$ cat src/rtl/rx_rss_sched_if.sv
// Hash-result input and queue-selection output bundle of the RSS scheduler.
interface rx_rss_sched_if #(
  parameter int QUEUE_WIDTH = 8
);
  logic [31:0]            s_hash;
  logic [3:0]             s_hash_type;
  logic                   s_hash_valid;
  logic [QUEUE_WIDTH-1:0] m_queue;
  logic [31:0]            m_hash;
  logic [3:0]             m_hash_type;
  logic                   m_valid;
  logic                   m_ready;

  modport master (
    output s_hash, s_hash_type, s_hash_valid, m_ready,
    input  m_queue, m_hash, m_hash_type, m_valid
  );

  modport slave (
    input  s_hash, s_hash_type, s_hash_valid, m_ready,
    output m_queue, m_hash, m_hash_type, m_valid
  );
endinterface

$ cat src/rtl/rx_rss_sched.sv
// RSS scheduler: owns the Toeplitz key (swapped only between frames), maps hashes
// to queues through an indirection table, and buffers results in a FWFT FIFO.
module rx_rss_sched #(
  parameter int TABLE_ADDR_WIDTH = 7,
  parameter int QUEUE_WIDTH      = 8,
  parameter int FIFO_DEPTH       = 4
) (
  input  logic                        clk,
  input  logic                        rst,
  rx_rss_sched_if.slave               bus,
  input  logic                        mon_tvalid,
  input  logic                        mon_tlast,
  output logic [319:0]                hash_key,
  input  logic                        rss_enable,
  input  logic [QUEUE_WIDTH-1:0]      default_queue,
  input  logic                        cfg_tbl_valid,
  output logic                        cfg_tbl_ready,
  input  logic [TABLE_ADDR_WIDTH-1:0] cfg_tbl_addr,
  input  logic [QUEUE_WIDTH-1:0]      cfg_tbl_data,
  input  logic                        cfg_key_wr,
  input  logic [5:0]                  cfg_key_addr,
  input  logic [7:0]                  cfg_key_data,
  input  logic                        cfg_key_commit,
  output logic                        cfg_key_pending,
  output logic [15:0]                 drop_count
);
  localparam int PTR_W   = $clog2(FIFO_DEPTH);
  localparam int ENTRY_W = QUEUE_WIDTH + 36;
  localparam logic [PTR_W:0] FULL_CNT = (PTR_W+1)'(FIFO_DEPTH);

  function automatic logic [15:0] sat_inc16(input logic [15:0] v);
    return (v == 16'hFFFF) ? v : v + 16'd1;
  endfunction

  logic       in_frame;
  logic [7:0] shadow [40];
  logic       key_copy;

  // A pending key is applied only on an idle, out-of-frame cycle so the hash
  // block never sees the key change under a frame.
  assign key_copy = cfg_key_pending && !in_frame && !mon_tvalid;

  always_ff @(posedge clk or posedge rst) begin
    if (rst) begin
      in_frame        <= 1'b0;
      cfg_key_pending <= 1'b0;
      hash_key        <= '0;
      for (int i = 0; i < 40; i++) shadow[i] <= '0;
    end else begin
      if (mon_tvalid) in_frame <= !mon_tlast;
      if (key_copy)
        cfg_key_pending <= 1'b0;
      else if (cfg_key_commit)
        cfg_key_pending <= 1'b1;
      if (cfg_key_wr && cfg_key_addr < 6'd40) shadow[cfg_key_addr] <= cfg_key_data;
      if (key_copy)
        for (int i = 0; i < 40; i++) hash_key[319-8*i -: 8] <= shadow[i];
    end
  end

  assign cfg_tbl_ready = !bus.s_hash_valid;

  logic [QUEUE_WIDTH-1:0] tbl [2**TABLE_ADDR_WIDTH];
  logic [QUEUE_WIDTH-1:0] tbl_q_p1;
  logic [QUEUE_WIDTH-1:0] dq_p1;
  logic [31:0]            hash_p1;
  logic [3:0]             type_p1;
  logic                   sel_default_p1;
  logic                   vld_p1;

  // Stage 1: table read (lookup wins the single port) and operand capture
  always_ff @(posedge clk) begin
    if (bus.s_hash_valid) begin
      tbl_q_p1       <= tbl[bus.s_hash[TABLE_ADDR_WIDTH-1:0]];
      hash_p1        <= bus.s_hash;
      type_p1        <= bus.s_hash_type;
      sel_default_p1 <= !rss_enable || !bus.s_hash_type[0];
      dq_p1          <= default_queue;
    end else if (cfg_tbl_valid) begin
      tbl[cfg_tbl_addr] <= cfg_tbl_data;
    end
  end

  always_ff @(posedge clk or posedge rst) begin
    if (rst) vld_p1 <= 1'b0;
    else     vld_p1 <= bus.s_hash_valid;
  end

  // Stage 2: queue select and FIFO push
  logic [ENTRY_W-1:0] entry_p1;
  logic [ENTRY_W-1:0] fifo_mem [FIFO_DEPTH];
  logic [PTR_W-1:0]   rd_ptr, wr_ptr;
  logic [PTR_W:0]     count;
  logic               full, pop, push_ok, drop;

  assign entry_p1 = {sel_default_p1 ? dq_p1 : tbl_q_p1, hash_p1, type_p1};
  assign full     = (count == FULL_CNT);
  assign pop      = bus.m_valid && bus.m_ready;
  assign push_ok  = vld_p1 && (!full || pop);
  assign drop     = vld_p1 && full && !pop;

  always_ff @(posedge clk) begin
    if (push_ok) fifo_mem[wr_ptr] <= entry_p1;
  end

  always_ff @(posedge clk or posedge rst) begin
    if (rst) begin
      rd_ptr     <= '0;
      wr_ptr     <= '0;
      count      <= '0;
      drop_count <= '0;
    end else begin
      if (push_ok) wr_ptr <= wr_ptr + 1'b1;
      if (pop)     rd_ptr <= rd_ptr + 1'b1;
      count <= count + {{PTR_W{1'b0}}, push_ok} - {{PTR_W{1'b0}}, pop};
      if (drop) drop_count <= sat_inc16(drop_count);
    end
  end

  // Outputs read zero while empty so reset leaves m_* at 0 without clearing RAM.
  assign bus.m_valid = (count != '0);
  assign {bus.m_queue, bus.m_hash, bus.m_hash_type} = bus.m_valid ? fifo_mem[rd_ptr] : '0;
endmodule

$ cat src/flat_wrapper.sv
// flat-port wrapper written by rule: the top's interface ports become plain ports
module rx_rss_sched_flat 
#(
  parameter int TABLE_ADDR_WIDTH = 7,
  parameter int QUEUE_WIDTH      = 8,
  parameter int FIFO_DEPTH       = 4
)
  (clk, rst, mon_tvalid, mon_tlast, hash_key, rss_enable, default_queue, cfg_tbl_valid, cfg_tbl_ready, cfg_tbl_addr, cfg_tbl_data, cfg_key_wr, cfg_key_addr, cfg_key_data, cfg_key_commit, cfg_key_pending, drop_count, bus_s_hash, bus_s_hash_type, bus_s_hash_valid, bus_m_ready, bus_m_queue, bus_m_hash, bus_m_hash_type, bus_m_valid);
  rx_rss_sched_if #(.QUEUE_WIDTH(QUEUE_WIDTH)) bus_i ();
  input  logic clk;
  input  logic rst;
  input  logic mon_tvalid;
  input  logic mon_tlast;
  output logic [319:0] hash_key;
  input  logic rss_enable;
  input  logic [QUEUE_WIDTH-1:0] default_queue;
  input  logic cfg_tbl_valid;
  output logic cfg_tbl_ready;
  input  logic [TABLE_ADDR_WIDTH-1:0] cfg_tbl_addr;
  input  logic [QUEUE_WIDTH-1:0] cfg_tbl_data;
  input  logic cfg_key_wr;
  input  logic [5:0] cfg_key_addr;
  input  logic [7:0] cfg_key_data;
  input  logic cfg_key_commit;
  output logic cfg_key_pending;
  output logic [15:0] drop_count;
  input wire logic [$bits(bus_i.s_hash)-1:0] bus_s_hash;
  input wire logic [$bits(bus_i.s_hash_type)-1:0] bus_s_hash_type;
  input wire logic [$bits(bus_i.s_hash_valid)-1:0] bus_s_hash_valid;
  input wire logic [$bits(bus_i.m_ready)-1:0] bus_m_ready;
  output wire logic [$bits(bus_i.m_queue)-1:0] bus_m_queue;
  output wire logic [$bits(bus_i.m_hash)-1:0] bus_m_hash;
  output wire logic [$bits(bus_i.m_hash_type)-1:0] bus_m_hash_type;
  output wire logic [$bits(bus_i.m_valid)-1:0] bus_m_valid;
  assign bus_i.s_hash = bus_s_hash;
  assign bus_i.s_hash_type = bus_s_hash_type;
  assign bus_i.s_hash_valid = bus_s_hash_valid;
  assign bus_i.m_ready = bus_m_ready;
  assign bus_m_queue = bus_i.m_queue;
  assign bus_m_hash = bus_i.m_hash;
  assign bus_m_hash_type = bus_i.m_hash_type;
  assign bus_m_valid = bus_i.m_valid;
  rx_rss_sched #(.TABLE_ADDR_WIDTH(TABLE_ADDR_WIDTH), .QUEUE_WIDTH(QUEUE_WIDTH), .FIFO_DEPTH(FIFO_DEPTH)) u_core (.clk(clk), .rst(rst), .bus(bus_i), .mon_tvalid(mon_tvalid), .mon_tlast(mon_tlast), .hash_key(hash_key), .rss_enable(rss_enable), .default_queue(default_queue), .cfg_tbl_valid(cfg_tbl_valid), .cfg_tbl_ready(cfg_tbl_ready), .cfg_tbl_addr(cfg_tbl_addr), .cfg_tbl_data(cfg_tbl_data), .cfg_key_wr(cfg_key_wr), .cfg_key_addr(cfg_key_addr), .cfg_key_data(cfg_key_data), .cfg_key_commit(cfg_key_commit), .cfg_key_pending(cfg_key_pending), .drop_count(drop_count));
endmodule
$ cat config.mk
export PLATFORM = sky130hd
export DESIGN_NAME = rx_rss_sched_flat
export DESIGN_NICKNAME = d
export VERILOG_FILES = /design/src/rtl/rx_rss_sched_if.sv /design/src/rtl/rx_rss_sched.sv /design/src/flat_wrapper.sv
export SDC_FILE = /design/constraint.sdc
export NUM_CORES = 2
export LEC_CHECK = 0
export BUFFER_PORTS_ARGS = -buffer_cell sky130_fd_sc_hd__buf_2
export CAP_MARGIN = 30
export CORE_MARGIN = 4
export CORE_UTILIZATION = 40
export CTS_BUF_LIST = sky130_fd_sc_hd__clkbuf_2 sky130_fd_sc_hd__clkbuf_4 sky130_fd_sc_hd__clkbuf_8
export DETAILED_ROUTE_END_ITERATION = 8
export PLACE_DENSITY_LB_ADDON = 0.1
export SYNTH_ARGS = -nofsm -noshare
export SYNTH_HDL_FRONTEND = slang
export SYNTH_SLANG_ARGS = --single-unit
$ cat constraint.sdc
create_clock -name clk -period 25.6 [get_ports clk]
set_input_delay 2.56 -clock clk [delete_from_list [all_inputs] [get_ports clk]]
set_output_delay 2.56 -clock clk [all_outputs]
set_load 0.02 [all_outputs]
# Yosys cells after proc, flatten, opt, wreduce, memory -nomap -nowiden
# Memories as Yosys holds them, arrays and structs flattened. A register that Yosys moved wholly into a read port is not among the register bits.
# Cells that the tools add are included.
# word_totals
regBits	711
ramBits	1200
output_inout_bits	383
memories	2
# classes
n_addsub	5
magnitude_cmp	3
n_eq_ne	2
muxes	12
bitwise	2
reduce_logical	21
# mem_list
memory	depth	word_bits	rd	rd_clocked_by_memory_dff	write_ports	line	text
u_core.tbl	128	8	1	1	1	rx_rss_sched.sv:63	logic [QUEUE_WIDTH-1:0] tbl [2**TABLE_ADDR_WIDTH];
u_core.fifo_mem	4	44	1	0	1	rx_rss_sched.sv:91	logic [ENTRY_W-1:0] fifo_mem [FIFO_DEPTH];
# ops
op	count
bitwise mux 320 bit	1
demux 8 bit (select 6 bit)	1
two-way mux 44 bit	1
adder 16 x 1 -> 16 bit, second input constant	1
== test 16 bit, second input constant	1
two-way mux 8 bit	2
logical AND 1 bit	8
zero test 1 bit	8
>= comparator 7 bit, second input constant	1
less-than comparator 7 x 1 -> 1 bit, second input constant	1
two-way mux 1 bit	7
NOT 6 -> 7 bit	1
less-than comparator 6 bit, second input constant	1
adder 2 x 1 -> 2 bit, second input constant	2
adder 3 x 1 -> 3 bit	1
== test 3 bit, second input constant	1
nonzero test 3 bit	1
subtractor 3 x 1 -> 3 bit	1
logical OR 1 bit	2
AND reduction 2 bit	1
nonzero test 2 bit	1
NOT 1 bit	1

# Depth between registers and ports, before layout
# depth
word_depth	6
depth_mapped	9

# Worst setup path before layout
# Ideal clock, no wire load.
# synth_timing
kind	in2out
start	input bus_s_hash_valid
end	output cfg_tbl_ready
t_arrival_ns	2.688
slack_ns	20.352
stages	1
n_path_buf	0
path_cell_list	inv_1
# synth_via
elab_chain_len	1
# synth_rtl
item	line	text
start: declaration	flat_wrapper.sv:29	input wire logic [$bits(bus_i.s_hash_valid)-1:0] bus_s_hash_valid;
zero test 1 bit	rx_rss_sched.sv:61	assign cfg_tbl_ready = !bus.s_hash_valid;
end: declaration	flat_wrapper.sv:18	output logic cfg_tbl_ready;
# No other way between the ends.

==> reports/qor.txt <==
Core ar. = 181000 µm²
Crit Path Max Fanout = 102
Final worst slack = 19.47 ns
Setup CP Type = input port to register
Post-Syn Area = 72800 µm²
Clock Path Buffers = 4
CTS H-tree lvls = 5
Nets = 4324
Global-route wire length before repair = 273000 µm
Slowest stage delay, CP = 0.81 ns
Sw Ratio = 26.1%
HPWL Detailed = 120000 µm
# Post-CTS Setup Buffers = 0
Reg2Reg Setup Slack = 22.89 ns
Hold Crit Endpoint = u_core.hash_key[73]
Tcrit/Tclk final = 24.0%
Number of buffers created by CTS = 343
Post-Route WL = 192000 µm
CTS tree = built
Combinational share of power = 13.4%
Critical path endpoint category = register
Setup WS pre-CTS = 18.39 ns
Final Hold Viols = 0
Number of antenna violations at the first check in global routing = 12
Layout area overhead = 16.9%
Pwr dens = 87.3 nW/µm²
DR vias/cell = 5.28
Hold Crit Depth = 1
Setup TNS = 0 ns
FF-to-FF End = u_core.count[2]
Port buffer count = 465
Top FF cell, synth = edfxtp_1
Pins over their slew limit = 0
Die width = 435 µm
Initial core utilization = 40.2%
Synth Area in Compound Gates = 0.0481%
Leakage = 33.1 nW
RSZ-0062 raised after global routing = false
Vias in the first global route = 37500
Synth unique cells = 33
DR pass1 iterations = 5
Maximum capacitance violations = 0
Synth Area in Adders = 0.148%
Status = finished clean
Yosys warns = 0
Worst path slowest cell = buf_4
Fraction of layout cells with a size suffix above 1 = 48.3%
Row cnt = 156
Cells on worst reg2reg path = 9
Height of the die = 435 µm
Top-level port count = 466
Post-Synth XOR/XNOR Area = 0.241%
Clock Tree Root = clkbuf_8
Hold Crit Class = register to register
GPL Wtd Cong = 0.768
Cell count after synthesis = 3493
Post-Syn Area per Cell = 20.8 µm²
Largest net degree at the start of global routing = 164
Post-DRT Antenna Nets = 0
Min Hold Slack = 0.462 ns
Critical-path cell list = buf_8, buf_4, buf_4, mux4_2, mux4_2, mux4_2, mux2_2
Post-CTS Resized = 0
Worst EP required = 26.35 ns
Hold Startpoint = u_core.shadow[73]
Die footprint = 189000 µm²
Mux cell area share after synthesis = 21.9%
Final setup fails = 0
Crit path time final = 6.13 ns
Clock Latency Late Sink = 1.01 ns
Seq pwr share = 49.1%
Cell family with most CP delay = buffers and inverters
Maximum vdd ir drop = 0.0515 mV
Via count = 36200
Fmax = 163 MHz
Largest family of logic cells by synthesized area = multiplexers
Clock Sinks = 1919
Wire length per cell = 27.9 µm
Post-CTS Hold Buffers = 0
Post-synth EDFFs = 1253
All-Layer GR Usage = 20.1%
Iteration-0 DRC Markers = 2615
Syn nets = 3584
Slew @ Worst Pin = 1.02 ns
CP bufs+invs = 3
Post-synth ARST share = 34.7%
Synth Area in Simple Gates = 2.01%
CP arrival = 6.88 ns
#FFs+latches synth = 1919
Setup Skew = 0.0625 ns
Grt total ovfl = 0
Relative slew slack = 32.0%
PnR Total Power = 7.43 mW
NetSw = 1.94 mW
Seq/Total Area, Yosys = 74.6%
Reg2reg start = u_core.count[2]
Clk pwr share = 37.5%
Internal Power = 5.49 mW
DRC errors left = 0
Startpoint types = input port
Most used cell, CP = mux4_2
Worst-path clk slew = 0.06 ns
## worst max path at each step
stage	to	from	slack, ns	cells after the start
after global placement	u_core.tbl_q_p1[4]	bus_s_hash[0]	18.40	7
after CTS	u_core.tbl_q_p1[1]	bus_s_hash[0]	19.54	7
final	u_core.tbl_q_p1[2]	bus_s_hash[2]	19.47	7
after global routing	u_core.tbl_q_p1[0]	bus_s_hash[0]	19.27	7
after floorplan	u_core.cfg_key_pending	rst	4.37	1
after detailed placement	u_core.tbl_q_p1[2]	bus_s_hash[2]	18.39	7
## worst register-to-register path, cell delays in order, from the launching register on
cell and delay (ns):
dfrtp_1 0.40, or3_1 0.41, buf_4 0.29, and2_1 0.28
ha_1 0.29, inv_1 0.04, ha_1 0.20, fa_1 0.40
xor2_1 0.16, xnor2_1 0.13
## synthesized netlist by cell type (2+ instances only)
cell / n / area (µm²)
buf_2: 16 / 80.1
clkbuf_1: 131 / 492
nor2b_1: 6 / 37.5
and3_1: 6 / 37.5
nand4_1: 8 / 50.1
dfrtp_1: 666 / 16700
a211oi_1: 2 / 15.0
mux4_2: 380 / 8560
mux2_2: 657 / 7400
buf_1: 25 / 93.8
ha_1: 7 / 87.6
a21oi_1: 2 / 10.0
edfxtp_1: 1253 / 37600
o21ai_0: 2 / 10.0
buf_4: 10 / 75.1
nand3b_1: 7 / 52.6
nand3_1: 15 / 75.1
nand2_1: 23 / 86.3
and2_1: 51 / 319
or3b_2: 8 / 70.1
inv_1: 9 / 33.8
or3_1: 3 / 18.8
nor2_1: 178 / 668
xor2_1: 6 / 52.6
xnor2_1: 14 / 123
## per-stage QoR
stage	cell area (µm²)	std cells	utilization, %
after floorplan	72800	3493	-
after global placement	77900	6204	43.1
after detailed placement	78400	6253	43.3
after CTS	85000	6845	47.0
after global routing	85100	6854	47.0
final	85100	6856	47.0
## power by group through the flow
stage | Combinational [mW] | Sequential (mW) | Clock (mW)
2_1_floorplan | 0.521 | 3.78 | 0
3_3_place_gp | 0.998 | 3.72 | 0
3_5_place_dp | 1.02 | 3.71 | 0
4_1_cts | 1.02 | 3.65 | 2.88
5_1_grt | 1.07 | 3.67 | 3.02
6_report | 0.997 | 3.65 | 2.78
## cells by family (layout without fill, tap and decap cells)
kind of cell	after synthesis	after routing
DFF	1919	1919
and+or+nand+nor	311	311
muxes	1037	1037
AOI/OAI and AO/OA	6	6
buffers and inverters	192	1179
xor gates and xnor gates	20	20
adders and majority gates	8	8
other	0	6
## layout by cell type, fill, tap and decap left out, types with 7 or more instances in the layout
cell / instances
inv_1: 8
buf_6: 31
nor2_1: 178
ha_1: 7
clkbuf_8: 376
buf_2: 451
nand3_1: 15
clkinv_2: 28
edfxtp_1: 1253
nand4_1: 8
nand3b_1: 7
mux4_2: 380
clkbuf_4: 115
mux2_2: 657
nand2_1: 23
dfrtp_1: 664
or3b_2: 8
and2_1: 47
clkinv_1: 60
buf_4: 87
xnor2_1: 14
## layout make-up
| class | count | area (µm²) |
|---|---|---|
| Multi-Input combinational cell | 1382 | 17700 |
| Clock buffer | 491 | 6040 |
| Timing Repair Buffer | 578 | 3440 |
| Antenna cell | 6 | 15.0 |
| Tap cell | 2370 | 2970 |
| Clock inverter | 101 | 584 |
| Inverter | 9 | 41.3 |
| Fill cell | 15400 | 95800 |
| Sequential cell | 1919 | 54300 |
## state kept, by name, indices dropped and copies added, names as in the netlist, 3 cells and up
signal and cells:
u_core.tbl 1024, u_core.type_p1 4, u_core.dq_p1 8, u_core.count 3, u_core.drop_count 16, u_core.hash_p1 32
u_core.fifo_mem 176, u_core.tbl_q_p1 8, u_core.hash_key 320, u_core.shadow 320
## per-layer routing
layer | GRT usage, % | vias up | part of all wire (%) | wire length [µm]
met3 | 4.37 | 342 | 6.5 | 12500
met1 | 27.3 | 19400 | 42 | 80400
met4 | 7.31 | 0 | 3.4 | 6600
met2 | 32.2 | 1152 | 48 | 92100
li1 | - | 15300 | - | -
met5 | 0 | - | 0 | 0
Note: power is estimated with default switching activity, not from simulation.
